File: src/rtl/mem_arbiter_pkg.sv
// Shared types and helpers for the two-port memory arbiter.
// Holds the state encoding and the word-address range check.
package mem_arbiter_pkg;

  localparam int MEM_DEPTH_DEF  = 1024;
  localparam int WORD_WIDTH_DEF = 16;
  localparam int ADDR_WIDTH_DEF = 16;

  typedef enum logic [1:0] {
    IDLE  = 2'd0,
    ISSUE = 2'd1,
    WAIT  = 2'd2
  } arb_state_t;

  // A word occupies addr and addr+1, so the last legal word starts at depth-2.
  function automatic logic addr_in_range(input logic [31:0] addr, input int unsigned depth);
    return addr <= 32'(depth - 2);
  endfunction

endpackage

File: src/rtl/mem_arbiter_rr_arb2.sv
// Two-way round-robin picker: returns a one-hot winner, prio breaks ties.
module rr_arb2 (
  input  logic [1:0] req,
  input  logic       prio,
  output logic [1:0] gnt
);

  always_comb begin
    gnt = 2'b00;
    if (req == 2'b11) begin
      gnt = prio ? 2'b10 : 2'b01;
    end else begin
      gnt = req;
    end
  end

endmodule

File: src/rtl/mem_arbiter.sv
// Round-robin arbiter/sequencer serialising fetch (port 0) and load/store
// (port 1) accesses onto a single-port byte memory with fixed read latency.
module mem_arbiter
  import mem_arbiter_pkg::*;
#(
  parameter int MEM_DEPTH  = MEM_DEPTH_DEF,
  parameter int WORD_WIDTH = WORD_WIDTH_DEF,
  parameter int ADDR_WIDTH = ADDR_WIDTH_DEF,
  parameter int READ_LAT   = 1
) (
  input  logic                  clk,
  input  logic                  rst_n,
  input  logic                  req0,
  input  logic                  req1,
  input  logic                  we0,
  input  logic                  we1,
  input  logic [ADDR_WIDTH-1:0] addr0,
  input  logic [ADDR_WIDTH-1:0] addr1,
  input  logic [WORD_WIDTH-1:0] wdata0,
  input  logic [WORD_WIDTH-1:0] wdata1,
  output logic                  gnt0,
  output logic                  gnt1,
  output logic                  rvalid0,
  output logic                  rvalid1,
  output logic [WORD_WIDTH-1:0] rdata0,
  output logic [WORD_WIDTH-1:0] rdata1,
  output logic                  err0,
  output logic                  err1,
  output logic [ADDR_WIDTH-1:0] mem_address,
  output logic                  mem_wr_en,
  output logic [WORD_WIDTH-1:0] mem_data_in,
  input  logic [WORD_WIDTH-1:0] mem_data_out
);

  localparam logic [1:0] CNT_INIT = (READ_LAT > 0) ? 2'(READ_LAT - 1) : 2'd0;

  arb_state_t state_reg, state_next;
  logic       prio_reg;
  logic       owner_reg;
  logic       we_reg;
  logic       ok_reg;
  logic [1:0] cnt_reg;

  logic [1:0]            win;
  logic                  win_sel;
  logic [ADDR_WIDTH-1:0] addr_w;
  logic [WORD_WIDTH-1:0] wdata_w;
  logic                  we_w;
  logic                  ok_w;
  logic                  capture;
  logic                  err_done;

  rr_arb2 u_pick (
    .req  ({req1, req0}),
    .prio (prio_reg),
    .gnt  (win)
  );

  assign win_sel = win[1];
  assign addr_w  = win_sel ? addr1  : addr0;
  assign wdata_w = win_sel ? wdata1 : wdata0;
  assign we_w    = win_sel ? we1    : we0;
  assign ok_w    = addr_in_range(32'(addr_w), MEM_DEPTH);

  always_ff @(posedge clk or negedge rst_n) begin
    if (!rst_n) begin
      state_reg <= IDLE;
    end else begin
      state_reg <= state_next;
    end
  end

  always_comb begin
    state_next = state_reg;
    capture    = 1'b0;
    err_done   = 1'b0;
    case (state_reg)
      IDLE: begin
        if (|win) state_next = ISSUE;
      end
      ISSUE: begin
        if (we_reg || !ok_reg) begin
          err_done   = !ok_reg;
          state_next = IDLE;
        end else if (READ_LAT == 0) begin
          capture    = 1'b1;
          state_next = IDLE;
        end else begin
          state_next = WAIT;
        end
      end
      WAIT: begin
        if (cnt_reg == 2'd0) begin
          capture    = 1'b1;
          state_next = IDLE;
        end
      end
      default: state_next = IDLE;
    endcase
  end

  always_ff @(posedge clk or negedge rst_n) begin
    if (!rst_n) begin
      prio_reg    <= 1'b0;
      owner_reg   <= 1'b0;
      we_reg      <= 1'b0;
      ok_reg      <= 1'b0;
      cnt_reg     <= 2'd0;
      gnt0        <= 1'b0;
      gnt1        <= 1'b0;
      rvalid0     <= 1'b0;
      rvalid1     <= 1'b0;
      rdata0      <= '0;
      rdata1      <= '0;
      err0        <= 1'b0;
      err1        <= 1'b0;
      mem_address <= '0;
      mem_wr_en   <= 1'b0;
      mem_data_in <= '0;
    end else begin
      gnt0      <= 1'b0;
      gnt1      <= 1'b0;
      rvalid0   <= 1'b0;
      rvalid1   <= 1'b0;
      err0      <= 1'b0;
      err1      <= 1'b0;
      mem_wr_en <= 1'b0;

      if (state_reg == IDLE && |win) begin
        mem_address <= addr_w;
        mem_data_in <= wdata_w;
        mem_wr_en   <= we_w & ok_w;
        gnt0        <= win[0];
        gnt1        <= win[1];
        prio_reg    <= !win_sel;
        owner_reg   <= win_sel;
        we_reg      <= we_w;
        ok_reg      <= ok_w;
      end

      if (state_reg == ISSUE) begin
        cnt_reg <= CNT_INIT;
      end else if (state_reg == WAIT && cnt_reg != 2'd0) begin
        cnt_reg <= cnt_reg - 2'd1;
      end

      // Rejected writes report an error but leave the held read data alone.
      if (capture || err_done) begin
        if (owner_reg) begin
          rvalid1 <= 1'b1;
          err1    <= err_done;
          if (capture)      rdata1 <= mem_data_out;
          else if (!we_reg) rdata1 <= '0;
        end else begin
          rvalid0 <= 1'b1;
          err0    <= err_done;
          if (capture)      rdata0 <= mem_data_out;
          else if (!we_reg) rdata0 <= '0;
        end
      end
    end
  end

endmodule

File: config.mk
export PLATFORM = sky130hd
export DESIGN_NAME = mem_arbiter
export DESIGN_NICKNAME = d
export VERILOG_FILES = /design/src/rtl/mem_arbiter_pkg.sv /design/src/rtl/mem_arbiter_rr_arb2.sv /design/src/rtl/mem_arbiter.sv
export SDC_FILE = /design/constraint.sdc
export NUM_CORES = 1
export LEC_CHECK = 0
export BUFFER_PORTS_ARGS = -buffer_cell sky130_fd_sc_hd__clkbuf_2
export CORE_ASPECT_RATIO = 0.5
export CORE_MARGIN = 1.5
export CORE_UTILIZATION = 50
export DETAILED_ROUTE_END_ITERATION = 8
export PLACE_DENSITY_LB_ADDON = 0.1
export SLEW_MARGIN = 10
export SYNTH_ARGS = -nofsm -noshare
export SYNTH_HDL_FRONTEND = slang
export SYNTH_SLANG_ARGS = --single-unit
File: constraint.sdc
create_clock -name clk -period 3.8 [get_ports clk]
set_input_delay 0.38 -clock clk [delete_from_list [all_inputs] [get_ports clk]]
set_output_delay 0.38 -clock clk [all_outputs]
set_load 0.03 [all_outputs]
==> impl_metrics.json <==
{
  "via_per_inst": 5.22,
  "p_sw_share_pct": 32.9,
  "root_buffer": "clkbuf_16",
  "startpoint_type": "flop",
  "hpwl_um": 5760,
  "cts_tree": "built",
  "p_switching_mw": 0.808,
  "synth_xor_area_share_pct": 0,
  "start_util_pct": 53.0,
  "die_area_um2": 7100,
  "io_pins": 157,
  "post_cts_resize_count": 0,
  "pwr-share-clk_pct": 33.7,
  "htreeDepth": 3,
  "dieWidth_um": 118,
  "slew_headroom_pct": 23.5,
  "yosys.area_share.simple_pct": 8.33,
  "place_ws_ps": 1640,
  "syn2layout_area_growth_pct": 33.3,
  "cpMaxStageDelayCell": "nor2_1",
  "die_h_um": 60.3,
  "syn_inst": 282,
  "grt_overflow": 0,
  "cts_buffers": 9,
  "max_freq_mhz": 453,
  "fillers": 512,
  "grt_pass1_vias": 2649,
  "clock_skew_ps": 2.60,
  "cts.sinks": 79,
  "drc": 0,
  "rsz0062_at_grt": "no",
  "path_max_fanout": 16,
  "power_mw": 2.46,
  "power.static_leakage_nw": 2.35,
  "layout-drive-gt1-share_pct": 41.6,
  "synth_area_per_cell_um2": 11.7,
  "combinationalPowerShare_pct": 24.8,
  "pwr_density_cell_nw_per_um2": 560,
  "drtPass1Iterations": 4,
  "synth-compound-area-share_pct": 20.4,
  "ys_ff_latch": 79,
  "grt_max_degree": 80,
  "synthTopCellsByArea": "dfrtp_1 (60%), a22o_1 (7.2%), mux2i_1 (4.9%)",
  "synth.net_count": 369,
  "antenna_found_initial": 0,
  "endpoint_kind": "flop",
  "crit_arrival_ps": 2460,
  "outcome": "finished, final reports clean",
  "drv_cap": 0,
  "fin_ws_ps": 1590,
  "fp-row-count": 20,
  "synth_area_um2": 3290,
  "yosys.area_share.adder_pct": 0.381,
  "grtUsageTotal_pct": 23.8,
  "fin_crit_sh_pct": 58.1,
  "gp_congestion": 0.797,
  "hold_viol_final": 0,
  "diodes": 0,
  "cp.required_ps": 4050,
  "finalSetupViolations": 0,
  "via_count": 2758,
  "cts_hold_buf": 0,
  "synth_top_area_cell": "dfrtp_1",
  "seqPwrFrac_pct": 41.5,
  "antenna_left": 0,
  "grt_pass1_wl_um": 13000,
  "ys_seq_area_share_pct": 60.1,
  "synth.area.mux_share_pct": 5.21,
  "cp_slowest_stage_delay_ps": 930,
  "io_buffers": 156,
  "crit_type": "reg -> reg",
  "crit_chain": "inv_1 > ha_1 > nand3b_1 > nor2_1 > a22o_1",
  "synth_warnings": 0,
  "drt-wirelength-per-cell_um": 15.1,
  "clk-insertion-delay-late_ps": 320,
  "max-vdd-ir-drop_v": 0.000265,
  "setup_tns_ps": 0,
  "clk_pin_slew_ps": 60,
  "cts_buffer_depth": 2,
  "core_area_um2": 6210,
  "drt-total-wl_um": 7970,
  "internal_power_mw": 1.65,
  "synth_top_area_share_pct": 60.1,
  "drt_iter0_markers": 201,
  "holdCritPathClass": "in -> async",
  "min_period_ps": 2210,
  "synth_top_family_by_area": "compound AO/OA/AOI/OAI gates",
  "post-cts-setup-buffers": 0,
  "slew_violations": 0,
  "yosysUniqueCellTypes": 33,
  "tightest_slew_ps": 1140,
  "fin_nets": 522
}
-- metal layers --
metal,GRT usage [%],share of wire [%]
met1,32.3,47
met2,38.7,46
met3,6.30,6.3
met4,7.67,0.53
met5,0,0
-- stage by stage --
step	std cells	hold slack (ps)	instance area, um2	util [%]
2_1_floorplan	282	84.4	3290	-
3_3_place_gp	512	477	4090	65.9
3_5_place_dp	512	482	4090	65.9
4_1_cts	528	257	4380	70.6
5_1_grt	528	290	4380	70.6
6_report	528	202	4380	70.6
-- cells by family (layout without fill, tap and decap cells) --
kind of cell | count (synthesis) | in the layout
AOI/OAI and AO/OA | 95 | 95
adders and majority gates | 1 | 1
buffers and inverters | 38 | 196
DFF | 79 | 79
muxes | 17 | 17
and+or+nand+nor | 52 | 52
-- cells in the mapped netlist --
library cell / count
a22oi_1: 16
nand2_4: 2
nor2_1: 25
dfrtp_1: 79
mux2_2: 1
a21o_1: 2
o21ai_0: 20
nand2_1: 7
a21oi_1: 20
mux2i_1: 16
inv_1: 23
nand4_1: 4
nor4_4: 1
a22o_2: 6
nor4_1: 2
nor3_1: 4
o21ai_1: 1
and2b_1: 1
buf_6: 3
a22o_1: 27
buf_2: 3
and3_1: 1
or3b_4: 1
o211ai_1: 1
ha_1: 1
clkbuf_1: 3
nand2b_1: 1
and2_1: 1
buf_1: 2
o32ai_1: 1
nand3b_1: 2
buf_4: 4
o21ai_4: 1
-- final timing paths --
kind / startpoint / cells past startpoint / slack (ps) / endpoint
worst min-delay path: rst_n / 1 / 200 / rdata0[8]
max in group asynchronous: rst_n / 1 / 2950 / mem_address[1]
worst min register to register: rdata0[9] / 1 / 500 / rdata0[9]
worst max register to register: cnt_reg[0] / 5 / 1590 / rdata0[5]
min in group clk: wdata0[7] / 3 / 300 / mem_data_in[7]
worst max-delay path: cnt_reg[0] / 5 / 1590 / rdata0[5]
-- area by class of cell --
| cell class | count | area [um2] | area share [%] |
|---|---|---|---|
| repair buffers | 157 | 791 | 18.0 |
| well taps | 88 | 110 | 2.51 |
| clock inverters | 5 | 58.8 | 1.34 |
| inverters | 23 | 86.3 | 1.97 |
| multi-input cells | 165 | 1130 | 25.7 |
| flip-flops and latches | 79 | 1980 | 45.1 |
| clock buffers | 11 | 233 | 5.31 |
-- layout by cell type (no fill, tap or decap), types with 2 or more instances in the layout --
cell type	count
a21o_1	2
a21oi_1	20
a22o_1	27
a22o_2	6
a22oi_1	16
buf_4	2
clkbuf_1	2
clkbuf_16	9
clkbuf_2	155
clkinvlp_4	2
dfrtp_1	79
inv_1	23
mux2i_1	16
nand2_1	7
nand2_4	2
nand3b_1	2
nand4_1	4
nor2_1	25
nor3_1	4
nor4_1	2
o21ai_0	20
-- power groups by stage --
stage / clock network [mW] / logic, mW / registers (mW)
2_1_floorplan: 0 / 0.208 / 1.22
3_3_place_gp: 0 / 0.602 / 1.03
3_5_place_dp: 0 / 0.615 / 1.03
4_1_cts: 0.845 / 0.616 / 1.02
5_1_grt: 0.891 / 0.659 / 1.03
6_report: 0.828 / 0.609 / 1.02
-- critical path, delay by kind of cell, from the launching register on --
family / cells / cell delay [ps]
AOI/OAI and AO/OA: 1 / 300
adders and majority gates: 1 / 210
buffers and inverters: 1 / 70
DFF: 1 / 400
and+or+nand+nor: 2 / 1160
Power figures use the tool's default switching activity.
